File: src/rtl/mvm_pkg.sv
// Shared definitions for the matrix-vector multiply output path.
//   DEF_IN_W / DEF_OUT_W : default sample widths (signed 16-bit in, signed 8-bit out)
//   OUT_MAX / OUT_MIN    : saturation limits of the signed output sample
//   fifo_entry_t         : one buffered result {last-of-vector flag, sample}
package mvm_pkg;

    localparam int DEF_IN_W  = 16;
    localparam int DEF_OUT_W = 8;

    localparam int OUT_MAX = (1 << (DEF_OUT_W - 1)) - 1;
    localparam int OUT_MIN = -(1 << (DEF_OUT_W - 1));

    typedef struct packed {
        logic                        last;
        logic signed [DEF_OUT_W-1:0] data;
    } fifo_entry_t;

endpackage

File: src/rtl/mvm_out_requant_if.sv
// Stream bundle between the multiplier, the requant stage and the next layer.
//   s_valid/s_ready/data_in   : upstream 16-bit results into the requant stage
//   m_valid/m_ready/data_out  : requantized 8-bit samples out of the stage
//   m_last                    : data_out is the final element of its vector
// Handshake: a beat transfers on a rising clk edge where valid && ready; the
// sender holds its payload stable while valid is high and ready is low.
// master = the environment around the stage, slave = the requant stage.
interface mvm_out_requant_if
    import mvm_pkg::*;
#(
    parameter int IN_W  = DEF_IN_W,
    parameter int OUT_W = DEF_OUT_W
);
    logic                    s_valid;
    logic                    s_ready;
    logic signed [IN_W-1:0]  data_in;
    logic                    m_valid;
    logic                    m_ready;
    logic signed [OUT_W-1:0] data_out;
    logic                    m_last;

    modport master (
        output s_valid, data_in, m_ready,
        input  s_ready, m_valid, data_out, m_last
    );

    modport slave (
        input  s_valid, data_in, m_ready,
        output s_ready, m_valid, data_out, m_last
    );
endinterface

File: src/rtl/mvm_out_requant_sync_fifo.sv
// Synchronous FIFO, power-of-two depth, no bypass.
//   clk, reset : clock, synchronous active-high reset (empties the FIFO)
//   push, pop  : requests; push is ignored when full, pop when empty
//   wr_data    : entry written on push
//   rd_data    : head entry, forced to 0 when empty
//   full/empty : occupancy flags
//   count      : number of stored entries, 0..DEPTH
module sync_fifo
    import mvm_pkg::*;
#(
    parameter int WIDTH = 8,
    parameter int DEPTH = 4
) (
    input  logic                     clk,
    input  logic                     reset,
    input  logic                     push,
    input  logic                     pop,
    input  logic [WIDTH-1:0]         wr_data,
    output logic [WIDTH-1:0]         rd_data,
    output logic                     full,
    output logic                     empty,
    output logic [$clog2(DEPTH):0]   count
);
    localparam int PTR_W = $clog2(DEPTH);
    localparam int CNT_W = PTR_W + 1;

    logic [WIDTH-1:0] mem_q [DEPTH];
    logic [PTR_W-1:0] wr_ptr_q, wr_ptr_d;
    logic [PTR_W-1:0] rd_ptr_q, rd_ptr_d;
    logic [CNT_W-1:0] count_q, count_d;
    logic             do_push, do_pop;

    assign full    = (count_q == CNT_W'(DEPTH));
    assign empty   = (count_q == '0);
    assign count   = count_q;
    assign do_push = push && !full;
    assign do_pop  = pop && !empty;
    assign rd_data = empty ? '0 : mem_q[rd_ptr_q];

    // Pointers wrap naturally because DEPTH is a power of two.
    always_comb begin
        wr_ptr_d = wr_ptr_q;
        rd_ptr_d = rd_ptr_q;
        count_d  = count_q;
        if (do_push) wr_ptr_d = wr_ptr_q + PTR_W'(1);
        if (do_pop)  rd_ptr_d = rd_ptr_q + PTR_W'(1);
        unique case ({do_push, do_pop})
            2'b10:   count_d = count_q + CNT_W'(1);
            2'b01:   count_d = count_q - CNT_W'(1);
            default: count_d = count_q;
        endcase
    end

    always_ff @(posedge clk) begin
        if (reset) begin
            wr_ptr_q <= '0;
            rd_ptr_q <= '0;
            count_q  <= '0;
        end else begin
            wr_ptr_q <= wr_ptr_d;
            rd_ptr_q <= rd_ptr_d;
            count_q  <= count_d;
        end
    end

    // Storage needs no reset: the head is masked while the FIFO is empty.
    always_ff @(posedge clk) begin
        if (do_push) mem_q[wr_ptr_q] <= wr_data;
    end
endmodule

File: src/rtl/mvm_out_requant.sv
// Requantizes the multiplier's signed 16-bit results to signed 8-bit:
// optional ReLU, rounding arithmetic right shift, saturation. Tags the last
// element of each VEC_LEN vector and buffers results in a small FIFO so
// output backpressure does not stall the multiplier.
//   clk, reset : clock, synchronous active-high reset
//   bus        : stream bundle (slave side), see mvm_out_requant_if
//   sat_cnt    : number of saturated samples accepted, sticks at 255
//   dbg_count  : current FIFO occupancy
// The FIFO entry layout comes from mvm_pkg, so OUT_W must match DEF_OUT_W.
module mvm_out_requant
    import mvm_pkg::*;
#(
    parameter int IN_W    = DEF_IN_W,
    parameter int OUT_W   = DEF_OUT_W,
    parameter int VEC_LEN = 3,
    parameter int SHIFT   = 4,
    parameter int RELU    = 1,
    parameter int DEPTH   = 4
) (
    input  logic                   clk,
    input  logic                   reset,
    mvm_out_requant_if.slave       bus,
    output logic [7:0]             sat_cnt,
    output logic [$clog2(DEPTH):0] dbg_count
);
    localparam int IDX_W = (VEC_LEN > 1) ? $clog2(VEC_LEN) : 1;
    localparam logic signed [IN_W:0] RND   = (IN_W+1)'(1 << (SHIFT - 1));
    localparam logic signed [IN_W:0] Q_MAX = (IN_W+1)'(OUT_MAX);
    localparam logic signed [IN_W:0] Q_MIN = (IN_W+1)'(OUT_MIN);

    logic signed [IN_W-1:0]  relu_val;
    logic signed [IN_W:0]    rounded;
    logic signed [IN_W:0]    shifted;
    logic signed [OUT_W-1:0] clamped;
    logic                    sat;

    logic [IDX_W-1:0] idx_q, idx_d;
    logic [7:0]       sat_cnt_q, sat_cnt_d;
    logic             push, pop, fifo_full, fifo_empty;
    fifo_entry_t      wr_entry, rd_entry;

    // Rounding add is done one bit wider so 32767 + half-LSB cannot wrap.
    always_comb begin
        relu_val = bus.data_in;
        if (RELU != 0 && bus.data_in < 0) relu_val = '0;
        rounded = (IN_W+1)'(relu_val) + RND;
        shifted = rounded >>> SHIFT;
        clamped = shifted[OUT_W-1:0];
        sat     = 1'b0;
        if (shifted > Q_MAX) begin
            clamped = Q_MAX[OUT_W-1:0];
            sat     = 1'b1;
        end else if (shifted < Q_MIN) begin
            clamped = Q_MIN[OUT_W-1:0];
            sat     = 1'b1;
        end
    end

    assign push = bus.s_valid && bus.s_ready;
    assign pop  = bus.m_valid && bus.m_ready;

    always_comb begin
        idx_d     = idx_q;
        sat_cnt_d = sat_cnt_q;
        if (push) begin
            idx_d = (idx_q == IDX_W'(VEC_LEN - 1)) ? '0 : idx_q + IDX_W'(1);
            if (sat && sat_cnt_q != 8'hFF) sat_cnt_d = sat_cnt_q + 8'd1;
        end
    end

    always_ff @(posedge clk) begin
        if (reset) begin
            idx_q     <= '0;
            sat_cnt_q <= '0;
        end else begin
            idx_q     <= idx_d;
            sat_cnt_q <= sat_cnt_d;
        end
    end

    always_comb begin
        wr_entry      = '0;
        wr_entry.last = (idx_q == IDX_W'(VEC_LEN - 1));
        wr_entry.data = clamped;
    end

    sync_fifo #(
        .WIDTH ($bits(fifo_entry_t)),
        .DEPTH (DEPTH)
    ) u_fifo (
        .clk     (clk),
        .reset   (reset),
        .push    (push),
        .pop     (pop),
        .wr_data (wr_entry),
        .rd_data (rd_entry),
        .full    (fifo_full),
        .empty   (fifo_empty),
        .count   (dbg_count)
    );

    // Not ready while reset is asserted, so nothing is accepted during a flush.
    assign bus.s_ready  = !fifo_full && !reset;
    assign bus.m_valid  = !fifo_empty;
    assign bus.data_out = rd_entry.data;
    assign bus.m_last   = rd_entry.last;
    assign sat_cnt      = sat_cnt_q;
endmodule
File: src/flat_wrapper.sv
// flat-port wrapper written by rule: the top's interface ports become plain ports
module mvm_out_requant_flat import mvm_pkg::*;
#(
    parameter int IN_W    = DEF_IN_W,
    parameter int OUT_W   = DEF_OUT_W,
    parameter int VEC_LEN = 3,
    parameter int SHIFT   = 4,
    parameter int RELU    = 1,
    parameter int DEPTH   = 4
)
  (clk, reset, sat_cnt, dbg_count, bus_s_valid, bus_data_in, bus_m_ready, bus_s_ready, bus_m_valid, bus_data_out, bus_m_last);
  mvm_out_requant_if #(.IN_W(IN_W), .OUT_W(OUT_W)) bus_i ();
  input  logic clk;
  input  logic reset;
  output logic [7:0] sat_cnt;
  output logic [$clog2(DEPTH):0] dbg_count;
  input wire logic [$bits(bus_i.s_valid)-1:0] bus_s_valid;
  input wire logic [$bits(bus_i.data_in)-1:0] bus_data_in;
  input wire logic [$bits(bus_i.m_ready)-1:0] bus_m_ready;
  output wire logic [$bits(bus_i.s_ready)-1:0] bus_s_ready;
  output wire logic [$bits(bus_i.m_valid)-1:0] bus_m_valid;
  output wire logic [$bits(bus_i.data_out)-1:0] bus_data_out;
  output wire logic [$bits(bus_i.m_last)-1:0] bus_m_last;
  assign bus_i.s_valid = bus_s_valid;
  assign bus_i.data_in = bus_data_in;
  assign bus_i.m_ready = bus_m_ready;
  assign bus_s_ready = bus_i.s_ready;
  assign bus_m_valid = bus_i.m_valid;
  assign bus_data_out = bus_i.data_out;
  assign bus_m_last = bus_i.m_last;
  mvm_out_requant #(.IN_W(IN_W), .OUT_W(OUT_W), .VEC_LEN(VEC_LEN), .SHIFT(SHIFT), .RELU(RELU), .DEPTH(DEPTH)) u_core (.clk(clk), .reset(reset), .bus(bus_i), .sat_cnt(sat_cnt), .dbg_count(dbg_count));
endmodule
File: config.mk
export PLATFORM = sky130hd
export DESIGN_NAME = mvm_out_requant_flat
export DESIGN_NICKNAME = d
export VERILOG_FILES = /design/src/rtl/mvm_pkg.sv /design/src/rtl/mvm_out_requant_if.sv /design/src/rtl/mvm_out_requant_sync_fifo.sv /design/src/rtl/mvm_out_requant.sv /design/src/flat_wrapper.sv
export SDC_FILE = /design/constraint.sdc
export NUM_CORES = 1
export LEC_CHECK = 0
export ABC_AREA = 1
export CORE_MARGIN = 5
export CORE_UTILIZATION = 30
export CTS_CLUSTER_DIAMETER = 40
export DETAILED_ROUTE_END_ITERATION = 7
export DONT_BUFFER_PORTS = 1
export GPL_TIMING_DRIVEN = 0
export MAX_ROUTING_LAYER = met4
export PLACE_DENSITY = 0.55
export SLEW_MARGIN = 20
export SYNTH_ARGS = -nofsm -noshare
export SYNTH_HDL_FRONTEND = slang
export SYNTH_SLANG_ARGS = --single-unit
export TNS_END_PERCENT = 1
File: constraint.sdc
create_clock -name clk -period 1.9 [get_ports clk]
set_clock_uncertainty 0.15 [all_clocks]
set_input_delay 0.19 -clock clk [delete_from_list [all_inputs] [get_ports clk]]
set_output_delay 0.19 -clock clk [all_outputs]
set_load 0.005 [all_outputs]
Yosys cells after proc, flatten, opt, wreduce, memory -nomap -nowiden --
Memory sizes are Yosys's and may differ from the RTL's. A register that Yosys moved wholly into a read port is not among the register bits. Cells that the tools add are included.
Cells by class: add/sub/neg operators 7, $lt $le $gt $ge 3, mux-type cells 12, equal/unequal tests 5, reductions and logical operators 12
Operators by type and width (count):
- adder 16 x 5 -> 17 bit (second input constant) | 1
- < comparator 16 x 1 -> 1 bit (second input constant) | 1
- 2-to-1 mux 16 bit | 1
- 2-to-1 mux 8 bit | 2
- > comparator 13 x 8 -> 1 bit (second input constant) | 1
- < comparator 13 x 8 -> 1 bit (second input constant) | 1
- 2-to-1 mux 9 bit | 1
- adder 8 x 1 -> 8 bit (second input constant) | 1
- inequality test 8 bit (second input constant) | 1
- adder 2 x 1 -> 2 bit (second input constant) | 3
- logical AND 1 bit | 6
- 2-to-1 mux 2 bit | 3
- case mux 3 bit (2 select lines) | 1
- == test 2 bit (second input constant) | 2
- 2-to-1 mux 1 bit | 4
- adder 3 x 1 -> 3 bit (second input constant) | 1
- == test 3 bit (second input constant) | 1
- logical NOT 1 bit | 3
- logical NOT 3 bit | 1
- subtractor 3 x 1 -> 3 bit (second input constant) | 1
- == test 2 x 1 -> 1 bit (second input constant) | 1
- AND reduction 2 bit | 1
- nonzero test 2 bit | 1
Storage, ports and cells: bits in registers 17, memory bits (writable) 36, memories kept 1, input port bits 20, logic and storage cells 45, output and inout port bits 22
Memory list:
- u_core.u_fifo.mem_q | words 4, bits a word 9, read ports 1, clocked after memory_dff 1, wr ports 1, RTL line mvm_out_requant_sync_fifo.sv:27 | logic [WIDTH-1:0] mem_q [DEPTH];

Longest topological paths before layout --
depth in word-level cells 8, depth in mapped cells 14, depth with buffers taken out 13

Hierarchy --
Synthesis repeated with hierarchy kept, for this count alone.
Unflattened totals: cell total of the unflattened synthesis 299, area, all modules 2745.1 um^2
Modules (own cells, without submodules):
- sync_fifo | times used 1, area an instance 1916.8 um^2, cells each 175, seq. area each 1261.2 um^2
- mvm_out_requant | times used 1, area an instance 828.3 um^2, cells each 124, seq. area each 200.2 um^2

Worst setup path after synthesis --
No wires, ideal clock.
path kind reg2reg, from register u_core.u_fifo.count_q[0], in the netlist u_core.u_fifo.count[0], to register u_core.u_fifo.count_q[2], in the netlist u_core.u_fifo.count[2], cell stages (with the launch flop) 12, slack -211 ps, required time 1628 ps, arrival 1839 ps, library setup time 122 ps, path buffers 1, clock period less this slack 2111 ps, cells stage by stage dfxtp_1 inv_1 a31oi_1 nand2_1 buf_2 ha_1 inv_1 fa_1 a21oi_1 o21ai_0 o21ai_0 a21oi_1
On the way: cells in the longest elaborated chain, start to end 7, elaborated cells on any way between the ends 15, classes of those cells 2 x add/sub; 3 x eq/ne; 1 x mux; 9 x reduce/logical
Ends and longest elaborated chain:
- start: declaration | RTL line mvm_out_requant_sync_fifo.sv:30 | logic [CNT_W-1:0] count_q, count_d;
- start signal: assignment | RTL line mvm_out_requant_sync_fifo.sv:62 | count_q <= count_d;
- == test 3 bit (*) | RTL line mvm_out_requant_sync_fifo.sv:33 | assign full = (count_q == CNT_W'(DEPTH));
- logical NOT 1 bit (*) | RTL line mvm_out_requant.sv:103 | assign bus.s_ready = !fifo_full && !reset;
- logical AND 1 bit (*) | RTL line mvm_out_requant.sv:103
- net bus_s_ready | RTL line flat_wrapper.sv:20 | output wire logic [$bits(bus_i.s_ready)-1:0] bus_s_ready;
- logical AND 1 bit (*) | RTL line mvm_out_requant.sv:59 | assign push = bus.s_valid && bus.s_ready;
- logical AND 1 bit (*) | RTL line mvm_out_requant_sync_fifo.sv:36 | assign do_push = push && !full;
- == test 2 x 1 -> 1 bit / == test 2 bit (equally long branches) | RTL line mvm_out_requant_sync_fifo.sv:47 | unique case ({do_push, do_pop})
- case mux 3 bit (2 select lines) / nonzero test 2 bit (equally long branches)
Mark *: on every way through the listed nets, which the timed path passes. The rest lies on a longest branch. A chain may end at the register's enable or synchronous reset.

Worst setup path in the final report --
from register u_core.u_fifo.count_q[1], in the netlist u_core.u_fifo.count[1], to register u_core.u_fifo.count_q[2], in the netlist u_core.u_fifo.count[2]
Same word-level chain as after synthesis.

==> results.ini <==
[routing]
drc = 0
drtPass1Iterations = 4
post_drt_wl_per_cell_um = 13.6
drtIter0Drc = 93
via_per_inst = 4.66
drt_wl_total_um = 5920
vias = 2027
drtAntennaViolNets = 0

[power_and_ir_drop]
sw_frac_of_total = 0.354
p_comb_frac = 0.270
p_switching_w = 0.00108
p_seq_frac = 0.498
vdd_drop_max_mv = 0.327
power.leakage_nw = 1.17
intPower_w = 0.00197
p_per_area_nw_per_um2 = 957
power.share.clock = 0.232

[sta]
worst_hold_slack_ps = 53.8
fmax_mhz = 517
fin_crit_sh = 1.02
drv_slew = 0
min_period_ps = 1940
setup_ws_ps = -35.3
rsz0062_at_grt = yes
hold_violations = 0
fin_tns_setup_ps = -81.2
setup_violations = 4

[placed_design]
dp_slack_ps = -327
post_dp_cell_area_um2 = 2960
dpl.hpwl_um = 4240
dp.cells = 423
port-buffer-count = 0
finalWeightedCongestion = 0.744

[critical_path]
cp-end-kind = flop
critPathTopFamily = compound AO/OA/AOI/OAI gates
cpMaxStageDelayCell = dfxtp_4
critical-path-max-stage-delay_ps = 390
cp.arrival_ps = 2000
crit_type = reg2reg
critPathBufInv = 3
worstPathMaxFanout = 4
cp.required_ps = 1960
crit_chain = inv_4 > a31oi_4 > nand2_2 > buf_6 > ha_1 > inv_2 > fa_2 > a21oi_1 > o21ai_1 > o21ai_1 > a21oi_1
crit_path_start_kind = flop

[synthesis]
syn-cell-area_um2 = 2770
synth-warning-count = 0
synth_top_area_frac = 0.390
ys_seq_elements = 55
synth_async_sr_flop_share = 0
synth_cells = 309
synth_flop_cell = edfxtp_1
synth_area_leaders = edfxtp_1 39%, dfxtp_1 14%, nor2_1 6.9%, a21oi_1 4.9%, nand2_1 4.9%
synth-edff-count = 36
synth_cell_types = 31
avgSynthCellArea_um2 = 8.98
synth_top_area_cell = edfxtp_1
yosysSeqAreaShare = 0.527

[grt]
grt_pass1_wl_um = 9630
grt_pass1_vias = 1924
grt_overflow = 0
grt_max_degree = 21
antenna_found_initial = 0
grt_usage = 0.110

[final_layout]
drive_above_1_share = 0.170
finalNonFillerCells = 435
fin_nets = 351
fin_area_um2 = 3180
syn_to_final_growth_pct = 14.5
antenna_cells = 0
num-fill-cells = 939

[clock_network]
cts.sinks = 55
htree_levels = 2
cts_tree = yes
root_buffer = clkbuf_8
clockBufferDepth = 2
insertion_delay_ps = 310
path_clk_slew_ps = 110
cts_buffers = 5

[job]
drv_cap = 0

[floorplan]
core_area_um2 = 9110
dieArea_um2 = 11300
ios = 42
die_w_um = 106
die_h_um = 106
start_util = 0.305
std_cell_rows = 35

[status]
outcome = finished with violations
violations = setup timing

[hold_path]
min_path_type = in2reg

## flip-flops by register name, indices dropped and copies added, names as in the netlist, named ones only
register and count:
u_core.u_fifo.mem_q 36, u_core.sat_cnt 8, u_core.u_fifo.count 3, u_core.idx_q 2, u_core.u_fifo.rd_ptr_q 2, u_core.u_fifo.wr_ptr_q 2
## worst paths after layout
check	endpoint	cells past startpoint	start	slack, ps
min reg2reg	flop	2	u_core.u_fifo.rd_ptr_q[1]$_SDFFE_PP0P_	310
max reg2reg	u_core.u_fifo.count[2]$_SDFFE_PP0P_	11	u_core.u_fifo.count[1]$_SDFFE_PP0P_	-40
min	u_core.sat_cnt[5]$_SDFFE_PP0P_	2	reset	50
max	u_core.u_fifo.count[2]$_SDFFE_PP0P_	11	u_core.u_fifo.count[1]$_SDFFE_PP0P_	-40
## cell usage in the layout (no fill, tap or decap), types with 4 or more instances in the layout
| cell | count |
|---|---|
| a21oi_1 | 27 |
| buf_4 | 5 |
| clkbuf_8 | 5 |
| conb_1 | 4 |
| dfxtp_1 | 13 |
| edfxtp_1 | 36 |
| ha_1 | 7 |
| inv_1 | 24 |
| inv_2 | 4 |
| nand2_1 | 35 |
| nand3_1 | 27 |
| nand4_1 | 5 |
| nor2_1 | 46 |
| nor2_2 | 4 |
| nor2_4 | 7 |
| o21ai_0 | 24 |
| xnor2_1 | 4 |
| xor2_1 | 7 |
## power groups by stage
stage / sequential (W) / combinational, W / clock [W]
after floorplan: 0.00147 / 0.000574 / 0
after global placement: 0.00149 / 0.000761 / 0
after detailed placement: 0.00149 / 0.000776 / 0
after CTS: 0.00150 / 0.000775 / 0.000732
after global routing: 0.00153 / 0.000937 / 0.000780
final: 0.00151 / 0.000820 / 0.000706
## per-layer routing
metal  wire [um]  share of wire  vias to the layer above  global-route usage
met5           0              0                        -                   -
met4          38         0.0064                        0              0.0305
met3         252          0.043                        4              0.0243
met2        2960           0.50                       31               0.186
met1        2670           0.45                      924               0.133
li1            -              -                     1068                   -
## Yosys cell counts (5+ instances only)
cell type,number
o21ai_0,26
inv_1,29
xor2_1,7
nand4_1,5
nand3_1,27
a21oi_1,27
nand2_1,36
dfxtp_1,19
nor2_1,51
edfxtp_1,36
ha_1,7
## timing repair
action	4_1_cts	5_1_grt
endpoints found under the setup margin	48	72
gates resized for setup	9	18
setup buffers	1	4
endpoints found under the hold margin	1	0
pin swaps	1	2
hold buffers	1	0
cloned	0	0
## layout make-up
class	count	area [um2]	area share
buffer	6	51.3	0.0161
sequential	55	1480	0.465
multi-input combinational	216	1230	0.386
clock buffer	5	68.8	0.0217
clock inverter	3	33.8	0.0106
tap	111	139	0.0437
inverter	33	134	0.0421
timing repair buffer	6	47.5	0.0150
## logic make-up (layout without fill, tap and decap cells)
logic type | Yosys count | count (layout) | synth area share
buffers and inverters | 41 | 53 | 0.0618
AOI/OAI and AO/OA | 57 | 57 | 0.111
DFF | 55 | 55 | 0.527
adders and majority gates | 8 | 8 | 0.0388
other | 1 | 4 | 0.00135
xor gates and xnor gates | 11 | 11 | 0.0347
and+or+nand+nor | 136 | 136 | 0.226
## metrics by stage
stage          power, W  utilization
2_1_floorplan   0.00205            -
3_3_place_gp    0.00225        0.325
6_report        0.00304        0.349
3_5_place_dp    0.00226        0.325
5_1_grt         0.00325        0.349
4_1_cts         0.00301        0.339
Note: power is estimated with default switching activity, not from simulation.
